File: src/rtl/tdc_seq_pkg.sv
// tdc_seq_pkg: shared state encoding and FIFO entry layout for the TDC sequencer.
// The entry carries per-burst min/max when TDC_SEQ_MINMAX_EN is defined.
package tdc_seq_pkg;

    localparam int unsigned TDC_TIME_W = 20;

    typedef enum logic [2:0] {
        IDLE,
        ARM,
        WAIT,
        GAP,
        PUSH
    } seq_state_t;

    typedef struct packed {
`ifdef TDC_SEQ_MINMAX_EN
        logic [TDC_TIME_W-1:0] t_max;
        logic [TDC_TIME_W-1:0] t_min;
`endif
        logic [TDC_TIME_W-1:0] avg;
    } tdc_res_t;

endpackage

File: src/rtl/tdc_res_fifo.sv
// tdc_res_fifo: first-word-fall-through result FIFO with occupancy level.
// DEPTH must be a power of two so the pointers wrap naturally.
module tdc_res_fifo #(
    parameter int unsigned WIDTH = 20,
    parameter int unsigned DEPTH = 4
) (
    input  logic                     pll_clk,
    input  logic                     rst,
    input  logic                     i_wr_en,
    input  logic [WIDTH-1:0]         i_wr_data,
    input  logic                     i_rd_en,
    output logic [WIDTH-1:0]         o_rd_data,
    output logic [$clog2(DEPTH):0]   o_level,
    output logic                     o_full,
    output logic                     o_empty
);
    localparam int unsigned PTR_W = $clog2(DEPTH);
    localparam int unsigned LVL_W = PTR_W + 1;

    logic [WIDTH-1:0] r_mem [DEPTH];
    logic [PTR_W-1:0] r_wr_ptr;
    logic [PTR_W-1:0] r_rd_ptr;
    logic [LVL_W-1:0] r_level;
    logic             w_wr;
    logic             w_rd;

    assign o_full    = (r_level == LVL_W'(DEPTH));
    assign o_empty   = (r_level == '0);
    assign w_wr      = i_wr_en && !o_full;
    assign w_rd      = i_rd_en && !o_empty;
    assign o_rd_data = r_mem[r_rd_ptr];
    assign o_level   = r_level;

    // Storage is reset too so the head reads as zero while empty.
    always_ff @(posedge pll_clk or negedge rst) begin
        if (!rst) begin
            for (int unsigned i = 0; i < DEPTH; i++) begin
                r_mem[i] <= '0;
            end
            r_wr_ptr <= '0;
            r_rd_ptr <= '0;
            r_level  <= '0;
        end else begin
            if (w_wr) begin
                r_mem[r_wr_ptr] <= i_wr_data;
                r_wr_ptr        <= r_wr_ptr + PTR_W'(1);
            end
            if (w_rd) begin
                r_rd_ptr <= r_rd_ptr + PTR_W'(1);
            end
            case ({w_wr, w_rd})
                2'b10:   r_level <= r_level + LVL_W'(1);
                2'b01:   r_level <= r_level - LVL_W'(1);
                default: r_level <= r_level;
            endcase
        end
    end

endmodule

File: src/rtl/tdc_meas_seq.sv
// tdc_meas_seq: arms the TDC, collects 2^AVG_LOG2 samples per burst with timeout,
// and queues the truncated average. Optional per-burst min/max: TDC_SEQ_MINMAX_EN.
module tdc_meas_seq
    import tdc_seq_pkg::*;
#(
    parameter int unsigned TIME_W     = TDC_TIME_W,
    parameter int unsigned AVG_LOG2   = 2,
    parameter int unsigned TMO_W      = 16,
    parameter int unsigned GAP_W      = 8,
    parameter int unsigned FIFO_DEPTH = 4
) (
    input  logic                          pll_clk,
    input  logic                          rst,
    input  logic                          start,
    input  logic                          abort,
    input  logic [TMO_W-1:0]              cfg_timeout,
    input  logic [GAP_W-1:0]              cfg_gap,
    output logic                          tdc_mod,
    input  logic [TIME_W-1:0]             tdc_time,
    input  logic                          tdc_dval,
    output logic                          busy,
    output logic                          err_timeout,
    output logic [TIME_W-1:0]             res_data,
    output logic [TIME_W-1:0]             res_min,
    output logic [TIME_W-1:0]             res_max,
    output logic                          res_valid,
    input  logic                          res_ready,
    output logic [$clog2(FIFO_DEPTH):0]   fifo_level
);
    localparam int unsigned      ACC_W    = TIME_W + AVG_LOG2;
    localparam int unsigned      SMP_W    = AVG_LOG2 + 1;
    localparam logic [SMP_W-1:0] SMP_LAST = SMP_W'((1 << AVG_LOG2) - 1);

    seq_state_t        r_state;
    seq_state_t        w_next;
    logic              r_mod;
    logic              r_busy;
    logic              r_err;
    logic              w_mod_nxt;
    logic              w_busy_nxt;
    logic              w_err_nxt;
    logic [TMO_W-1:0]  r_timer;
    logic              r_tmo_en;
    logic [GAP_W-1:0]  r_gap;
    logic [SMP_W-1:0]  r_smp;
    logic [ACC_W-1:0]  r_acc;
    logic              w_dval;
    logic              w_expire;
    logic              w_burst_start;
    logic              w_push;
    logic              w_full;
    logic              w_empty;
    tdc_res_t          w_wr_res;
    tdc_res_t          w_rd_res;

    assign w_dval        = (r_state == WAIT) && tdc_dval;
    // Expiry is judged on the cycle the timer would reach zero; a dval there wins.
    assign w_expire      = (r_state == WAIT) && r_tmo_en && (r_timer == TMO_W'(1)) && !tdc_dval;
    assign w_burst_start = (r_state == IDLE) && start && !abort;
    assign w_push        = (r_state == PUSH) && !w_full && !abort;

    always_ff @(posedge pll_clk or negedge rst) begin
        if (!rst) begin
            r_state <= IDLE;
            r_mod   <= 1'b0;
            r_busy  <= 1'b0;
            r_err   <= 1'b0;
        end else begin
            r_state <= w_next;
            r_mod   <= w_mod_nxt;
            r_busy  <= w_busy_nxt;
            r_err   <= w_err_nxt;
        end
    end

    always_comb begin
        w_next = r_state;
        case (r_state)
            IDLE: if (w_burst_start) w_next = ARM;
            ARM:  w_next = WAIT;
            WAIT: begin
                if (w_dval) begin
                    w_next = (r_smp == SMP_LAST) ? PUSH : GAP;
                end else if (w_expire) begin
                    w_next = IDLE;
                end
            end
            GAP:  if (r_gap == cfg_gap) w_next = ARM;
            PUSH: if (!w_full) w_next = IDLE;
            default: w_next = IDLE;
        endcase
        if (abort) begin
            w_next = IDLE;
        end
    end

    always_comb begin
        w_mod_nxt  = (w_next == ARM) || (w_next == WAIT);
        w_busy_nxt = (w_next != IDLE);
        w_err_nxt  = w_expire && !abort;
    end

    always_ff @(posedge pll_clk or negedge rst) begin
        if (!rst) begin
            r_timer  <= '0;
            r_tmo_en <= 1'b0;
            r_gap    <= '0;
            r_smp    <= '0;
            r_acc    <= '0;
        end else begin
            r_gap <= (r_state == GAP) ? r_gap + GAP_W'(1) : '0;
            if (w_burst_start) begin
                r_acc <= '0;
                r_smp <= '0;
            end else if (w_dval) begin
                r_acc <= r_acc + ACC_W'(tdc_time);
                r_smp <= r_smp + SMP_W'(1);
            end
            if (r_state == ARM) begin
                r_timer  <= cfg_timeout;
                r_tmo_en <= (cfg_timeout != '0);
            end else if ((r_state == WAIT) && r_tmo_en) begin
                r_timer <= r_timer - TMO_W'(1);
            end
        end
    end

`ifdef TDC_SEQ_MINMAX_EN
    logic [TIME_W-1:0] r_min;
    logic [TIME_W-1:0] r_max;

    always_ff @(posedge pll_clk or negedge rst) begin
        if (!rst) begin
            r_min <= '1;
            r_max <= '0;
        end else if (w_burst_start) begin
            r_min <= '1;
            r_max <= '0;
        end else if (w_dval) begin
            if (tdc_time < r_min) r_min <= tdc_time;
            if (tdc_time > r_max) r_max <= tdc_time;
        end
    end

    always_comb begin
        w_wr_res       = '0;
        w_wr_res.avg   = r_acc[ACC_W-1:AVG_LOG2];
        w_wr_res.t_min = r_min;
        w_wr_res.t_max = r_max;
    end

    assign res_min = w_rd_res.t_min;
    assign res_max = w_rd_res.t_max;
`else
    always_comb begin
        w_wr_res     = '0;
        w_wr_res.avg = r_acc[ACC_W-1:AVG_LOG2];
    end

    assign res_min = '0;
    assign res_max = '0;
`endif

    tdc_res_fifo #(
        .WIDTH ($bits(tdc_res_t)),
        .DEPTH (FIFO_DEPTH)
    ) u_res_fifo (
        .pll_clk   (pll_clk),
        .rst       (rst),
        .i_wr_en   (w_push),
        .i_wr_data (w_wr_res),
        .i_rd_en   (res_ready),
        .o_rd_data (w_rd_res),
        .o_level   (fifo_level),
        .o_full    (w_full),
        .o_empty   (w_empty)
    );

    assign tdc_mod     = r_mod;
    assign busy        = r_busy;
    assign err_timeout = r_err;
    assign res_data    = w_rd_res.avg;
    assign res_valid   = !w_empty;

endmodule

File: config.mk
export PLATFORM = sky130hd
export DESIGN_NAME = tdc_meas_seq
export DESIGN_NICKNAME = d
export VERILOG_FILES = /design/src/rtl/tdc_seq_pkg.sv /design/src/rtl/tdc_res_fifo.sv /design/src/rtl/tdc_meas_seq.sv
export SDC_FILE = /design/constraint.sdc
export NUM_CORES = 1
export LEC_CHECK = 0
export ABC_AREA = 0
export BUFFER_PORTS_ARGS = -buffer_cell sky130_fd_sc_hd__buf_2
export CAP_MARGIN = 20
export CELL_PAD_IN_SITES_DETAIL_PLACEMENT = 0
export CELL_PAD_IN_SITES_GLOBAL_PLACEMENT = 2
export CORE_UTILIZATION = 41
export DETAILED_ROUTE_END_ITERATION = 8
export GPL_TIMING_DRIVEN = 0
export PLACE_DENSITY_LB_ADDON = 0.15
export RECOVER_POWER = 25
export SYNTH_ARGS = -nofsm -noshare
export SYNTH_HDL_FRONTEND = slang
export SYNTH_HIERARCHICAL = 1
export SYNTH_SLANG_ARGS = --single-unit
File: constraint.sdc
create_clock -name pll_clk -period 4.2 [get_ports pll_clk]
set_clock_uncertainty 0.2 [all_clocks]
set_input_delay 0.84 -clock pll_clk [delete_from_list [all_inputs] [get_ports pll_clk]]
set_output_delay 0.84 -clock pll_clk [all_outputs]
set_load 0.02 [all_outputs]
**Word level (Yosys, flattened, before mapping)**

Index checks and enable logic that the tools add are counted.
Widths: inputs -> output; s select.

- Output and inout bits: 67
- Word-level logic and storage cells: 87
- Bits in registers: 143
- Input bits: 50

- Bitwise gates (word level): 2
- Add/subtract/negate cells: 8
- Mux-type cells: 22
- $lt $le $gt $ge: 3
- Equal/unequal tests: 12
- Reduce and logical (&&, ||, !) cells: 24

Operator list:

| operator | count |
|---|---|
| $bwmux 80 | 1 |
| $mux 20 | 3 |
| $mux 22 | 2 |
| $bmux 20 s2 | 1 |
| $demux 20 s2 | 1 |
| $mux 16 | 2 |
| $mux 3 | 9 |
| $add 22x20->22 | 1 |
| $eq 16x1->1 const B | 1 |
| $reduce_bool 16->1 | 1 |
| $sub 16x1->16 const B | 1 |
| $pmux 3 s5 | 1 |
| $eq 3x2->1 const B | 4 |
| $logic_and 1x1->1 | 12 |
| $add 8x1->8 const B | 1 |
| $eq 8x8->1 | 1 |
| $mux 8 | 1 |
| $add 3x1->3 const B | 2 |
| $eq 3x1->1 const B | 2 |
| $eq 3x3->1 const B | 2 |
| $ge 3x3->1 const B | 2 |
| $logic_not 3->1 | 2 |
| $not 2->3 | 2 |
| $pmux 3 s2 | 1 |
| 9 further kinds | 15 |

**Depth between registers and ports, before layout**

- Depth in word-level cells: 10
- Depth in mapped cells: 10

**Hierarchy**

Netlist, hierarchy kept.

By module, submodules not included:

| module | area each (µm²) | times used | cells each |
|---|---|---|---|
| tdc_res_fifo | 3890.0 | 1 | 232 |
| tdc_meas_seq | 3873.7 | 1 | 438 |

**Least setup slack after synthesis**

Ideal clock, no wire load.

- Path type: input -> register
- Start point: input port tdc_time[0]
- End point: register r_acc[20]
- Cell stages on the path: 10
- Required time: 3.906 ns
- Arrival time: 2.686 ns
- Buffers on the path: 0
- Path slack: 1.220 ns
- Library setup time: 0.094 ns
- Path through: ha_1 -> inv_1 -> fa_1 -> nor2b_1 -> o2111ai_1 -> a31oi_1 -> a31oi_1 -> o21bai_1 -> a211oi_1 -> a211oi_1

- Cells in the longest elaborated chain, start to end: 3

Ends and longest elaborated chain:

| element | line | text |
|---|---|---|
| start, declared | tdc_meas_seq.sv:19 | `input logic [TIME_W-1:0] tdc_time,` |
| $add 22x20->22 | tdc_meas_seq.sv:116 | `r_acc <= r_acc + ACC_W'(tdc_time);` |
| $mux 22 | tdc_meas_seq.sv:115 | `end else if (w_dval) begin` |
| $mux 22 | tdc_meas_seq.sv:112 | `if (w_burst_start) begin` |
| end signal, assigned | tdc_meas_seq.sv:116 |  |
| end, declared | tdc_meas_seq.sv:46 | `logic [ACC_W-1:0] r_acc;` |

Every way passes these cells. The select of a mux whose other input is x is not followed.
A chain may end at the register's enable or synchronous reset.

**Worst setup path after layout**

- Start point: register u_res_fifo.r_rd_ptr[0]
- End point: output port res_data[7]

- Cells in the longest elaborated chain, start to end: 4

Ends and longest elaborated chain:

| element | line | text |
|---|---|---|
| start, declared | tdc_res_fifo.sv:22 | `logic [PTR_W-1:0] r_rd_ptr;` |
| start signal, assigned | tdc_res_fifo.sv:49 | `r_rd_ptr <= r_rd_ptr + PTR_W'(1);` |
| $not 2->3 (implied by the code) | tdc_res_fifo.sv:31 | `assign o_rd_data = r_mem[r_rd_ptr];` |
| $bmux 20 s2 | tdc_res_fifo.sv:31 |  |
| $mux 20 (implied by the code) (2 in series) | tdc_res_fifo.sv:31 |  |
| end, declared | tdc_meas_seq.sv:23 | `output logic [TIME_W-1:0] res_data,` |

Every way passes these cells. The select of a mux whose other input is x is not followed.

==> impl_results.rst <==
.. list-table::
   :header-rows: 1

   * - Metric
     - Value
   * - Rows
     - 49
   * - Number of nets in the layout
     - 887
   * - Pin count of the biggest net entering global routing
     - 87
   * - Basic-gate share of the synthesized area counting and, or, nand and nor cells
     - 10.9%
   * - Maximum fanout along the worst path
     - 10
   * - Async set or reset register ratio after synthesis
     - 100%
   * - Final critical-path share of the clock period
     - 81.2%
   * - Run status
     - finished with violations
   * - Post-route ant nets
     - 0
   * - Worst VDD drop
     - 0.000251 V
   * - YS warnings
     - 6
   * - Power density of the placed cells
     - 459 mW/mm2
   * - Main combinational cell family by area after synthesis
     - multiplexers
   * - Later-pin clock latency in the skew report
     - 430 ps
   * - Sequential fraction of the synthesis area
     - 46.1%
   * - Syn avg cell area
     - 11.6 um2
   * - Total overflow reported by the global router
     - 0
   * - Post-detailed-route DRC marker count
     - 0
   * - Synth Flop Type
     - sky130_fd_sc_hd__dfrtp_1
   * - Worst Max-Slew Pin Slew
     - 2150 ps
   * - Drt first pass iters
     - 5
   * - Switch Pwr
     - 0.00139 W
   * - Detail Placement HPWL
     - 12,900 um
   * - Arrival time worst endpoint
     - 2370 ps
   * - GRT Total Usage
     - 19.5%
   * - Max-cap viol count
     - 1
   * - CTS tree
     - yes
   * - Synthesis-to-finish area growth
     - 18.5%
   * - Wire length of the first global-routing pass
     - 29,100 um
   * - Gate Count Post-Synth
     - 670
   * - Share of power burned in registers
     - 39.5%
   * - Critical Path End Type
     - output port
   * - Stage delay of the slowest cell on the critical path
     - 670 ps
   * - Internal cell power
     - 0.00283 W
   * - Vias in the first global route
     - 5,639
   * - Final-report max-slew violation count
     - 87
   * - Fraction of post-synthesis cell area in the top cell type by area
     - 46.1%
   * - Setup WS post-layout
     - 789 ps
   * - Htree depth
     - 4
   * - Final-layout fill cell count
     - 1,654
   * - Initial antenna violation count
     - 0
   * - #FFs+latches synth
     - 143
   * - Cell with the largest stage delay on the worst path
     - sky130_fd_sc_hd__clkbuf_1
   * - Share of layout cells above drive strength 1
     - 32.9%
   * - Drt first-iter violations
     - 279
   * - Final hold violations
     - 0
   * - Fraction of the mapped netlist area in compound gates
     - 8.85%
   * - Setup repair after global routing missed its margin
     - false
   * - Post-cts resize count
     - 0
   * - Inserted Diodes
     - 0
   * - Die outline area
     - 0.0195 mm2
   * - Synthesized-area fraction occupied by adder cells
     - 5.35%
   * - Netlist area before placement
     - 0.00776 mm2
   * - Die H
     - 140 um
   * - Clock root buffer master
     - sky130_fd_sc_hd__clkbuf_16
   * - Failing checks
     - max-capacitance violations, max-slew violations
   * - Most area-hungry cell type in the Yosys netlist
     - sky130_fd_sc_hd__dfrtp_1
   * - Count of input and output buffers
     - 76
   * - Switching portion of total power
     - 33.0%
   * - Accumulated negative setup slack
     - 0 ps
   * - Crit path cell chain
     - clkbuf_1, mux4_2, buf_2
   * - Placer congestion estimate
     - 0.789
   * - Number of flops mapped to enable cells by yosys
     - 0
   * - Top cells by area, synth
     - sky130_fd_sc_hd__dfrtp_1, sky130_fd_sc_hd__mux2_2, sky130_fd_sc_hd__mux4_2
   * - CP Launch Type
     - flip-flop
   * - Clock transition at the register clock pins on the worst setup and hold paths after CTS
     - 70 ps
   * - Via count normalized by instance count
     - 5.19
   * - Setup CP Type
     - flip-flop to output port
   * - Post-synthesis mux area share
     - 18.0%
   * - Effective utilization at floorplan
     - 42.5%
   * - Sinks on the clock net
     - 143
   * - Post-layout min period
     - 3410 ps
   * - Post-Place Worst Slack
     - 400 ps
   * - Number of buffers created by CTS
     - 17
   * - Total via count after detailed routing
     - 5,433
   * - Die span in x
     - 140 um
   * - Maximum clock insertion buffer count
     - 2
   * - Io pins
     - 117
   * - Portion of total power attributed to combinational logic
     - 23.1%
   * - Final WL
     - 17,800 um
   * - Area of the core
     - 0.0183 mm2
   * - Post-CTS setup-driven buffer insertion count
     - 0
   * - Kind of path behind the tightest hold check
     - primary input to async pin
   * - Number of library cell types mapped by synthesis
     - 59
   * - Core occupancy in the finished layout
     - 50.3%
   * - XOR/XNOR share of the synthesized area
     - 4.29%
   * - Required time of the worst setup path
     - 3160 ps
   * - Headroom to the max-slew limit
     - -43.2%
   * - Cts-stage hold buffer count
     - 0
   * - Clock power frac
     - 37.5%
   * - Leakage power
     - 4.57 nW
   * - Timing-limited maximum frequency
     - 293 MHz
   * - Wirelength per Cell
     - 17.0 um
   * - Final setup fails
     - 0
==> path summary, 6_finish.rpt <==
check                                       startpoint          end  slack [ps]  depth (start not counted)
worst max register to register                r_acc[0]    r_acc[20]         960                         10
worst max-delay path            u_res_fifo/r_rd_ptr[0]  res_data[7]         790                          3
max in group asynchronous                          rst    r_acc[11]        1170                          2
worst min register to register                r_smp[2]     r_smp[2]         290                          2
min in group pll_clk                          r_smp[2]     r_smp[2]         290                          2
worst min-delay path                               rst   r_timer[6]         160                          1
==> flip-flops by register name (all words and copies together), names as in the netlist <==
register and count:
r_state 3, u_res_fifo/r_mem 80, u_res_fifo/r_wr_ptr 2, tdc_mod 1, r_smp 3, err_timeout 1
u_res_fifo/r_rd_ptr 2, u_res_fifo/o_level 3, r_acc 22, r_timer 16, r_gap 8, busy 1
r_tmo_en 1
==> layout make-up <==
type | instances | area, um2 | area share, %
Multi-Input combinational cell | 488 | 3820 | 41.6
Sequential cell | 143 | 3580 | 38.9
Buffer | 62 | 447 | 4.86
Clock buffer | 17 | 425 | 4.62
Timing Repair Buffer | 77 | 392 | 4.26
Tap cell | 229 | 287 | 3.11
Clock inverter | 15 | 186 | 2.03
Inverter | 16 | 60.1 | 0.653
==> through the flow <==
| step | instance area, um2 | std cells | total power, W | hold slack, ps |
|---|---|---|---|---|
| floorplan | 7910 | 709 | 0.00238 | 254 |
| global placement | 8580 | 1014 | 0.00265 | 269 |
| detailed placement | 8610 | 1015 | 0.00268 | 284 |
| CTS | 9220 | 1047 | 0.00429 | 192 |
| global route | 9200 | 1047 | 0.00446 | 191 |
| finish | 9200 | 1047 | 0.00422 | 161 |
==> layer usage <==
| metal | global-route usage, % | vias to the layer above | wire, um |
|---|---|---|---|
| li1 | - | 2609 | - |
| met1 | 24.4 | 2718 | 7990 |
| met2 | 33.5 | 91 | 9020 |
| met3 | 4.03 | 15 | 607 |
| met4 | 6.54 | 0 | 174 |
| met5 | 0 | - | 0 |
==> power groups by stage <==
stage          clock [W]  sequential (W)  combinational, W
3_5_place_dp           0         0.00169          0.000985
6_report         0.00158         0.00167          0.000973
4_1_cts          0.00163         0.00167          0.000991
5_1_grt          0.00169         0.00169           0.00108
3_3_place_gp           0         0.00168          0.000962
2_1_floorplan          0         0.00166          0.000720
==> cell families after synthesis <==
logic type	count (synthesis)
AO/OA/AOI/OAI	106
XOR/XNOR	38
adder cells (fa/ha/maj)	32
buffers and inverters	78
flip-flops	143
multiplexers	104
other	1
AND/OR/NAND/NOR	168
==> critical path, delay by kind of cell, from the launching register on <==
family | cells | cell delay [ps]
buffers and inverters | 2 | 850
flip-flops | 1 | 470
multiplexers | 1 | 620
==> cells in the mapped netlist (all sizes together) (2+ instances only) <==
master	instances
o211ai	4
or3	6
xnor2	17
nor2b	3
mux4	20
mux2i	2
a22o	4
nand4	5
a211oi	5
nor3b	2
xor2	21
dfrtp	143
buf	50
and3	3
nor3	9
nand2b	4
nand3	16
a221o	9
nand2	59
inv	16
a21oi	23
ha	30
a31oi	7
o21bai	2
a21o	7
nor4	9
nor2	38
fa	2
and2	8
mux2	82
o211a	2
clkbuf	12
o21ai	34
==> cells in the final DEF (no fill, tap or decap), types with 16 or more instances in the layout <==
cell type / instances
sky130_fd_sc_hd__mux4_2: 20
sky130_fd_sc_hd__inv_1: 16
sky130_fd_sc_hd__o21ai_1: 30
sky130_fd_sc_hd__buf_2: 75
sky130_fd_sc_hd__dfrtp_1: 143
sky130_fd_sc_hd__conb_1: 40
sky130_fd_sc_hd__ha_1: 30
sky130_fd_sc_hd__nand2_1: 59
sky130_fd_sc_hd__nand3_1: 16
sky130_fd_sc_hd__mux2_2: 81
sky130_fd_sc_hd__buf_4: 41
sky130_fd_sc_hd__nor2_1: 38
sky130_fd_sc_hd__xor2_1: 21
sky130_fd_sc_hd__xnor2_1: 17
sky130_fd_sc_hd__a21oi_1: 23
sky130_fd_sc_hd__clkbuf_16: 17
(Power assumes the default switching activity.)
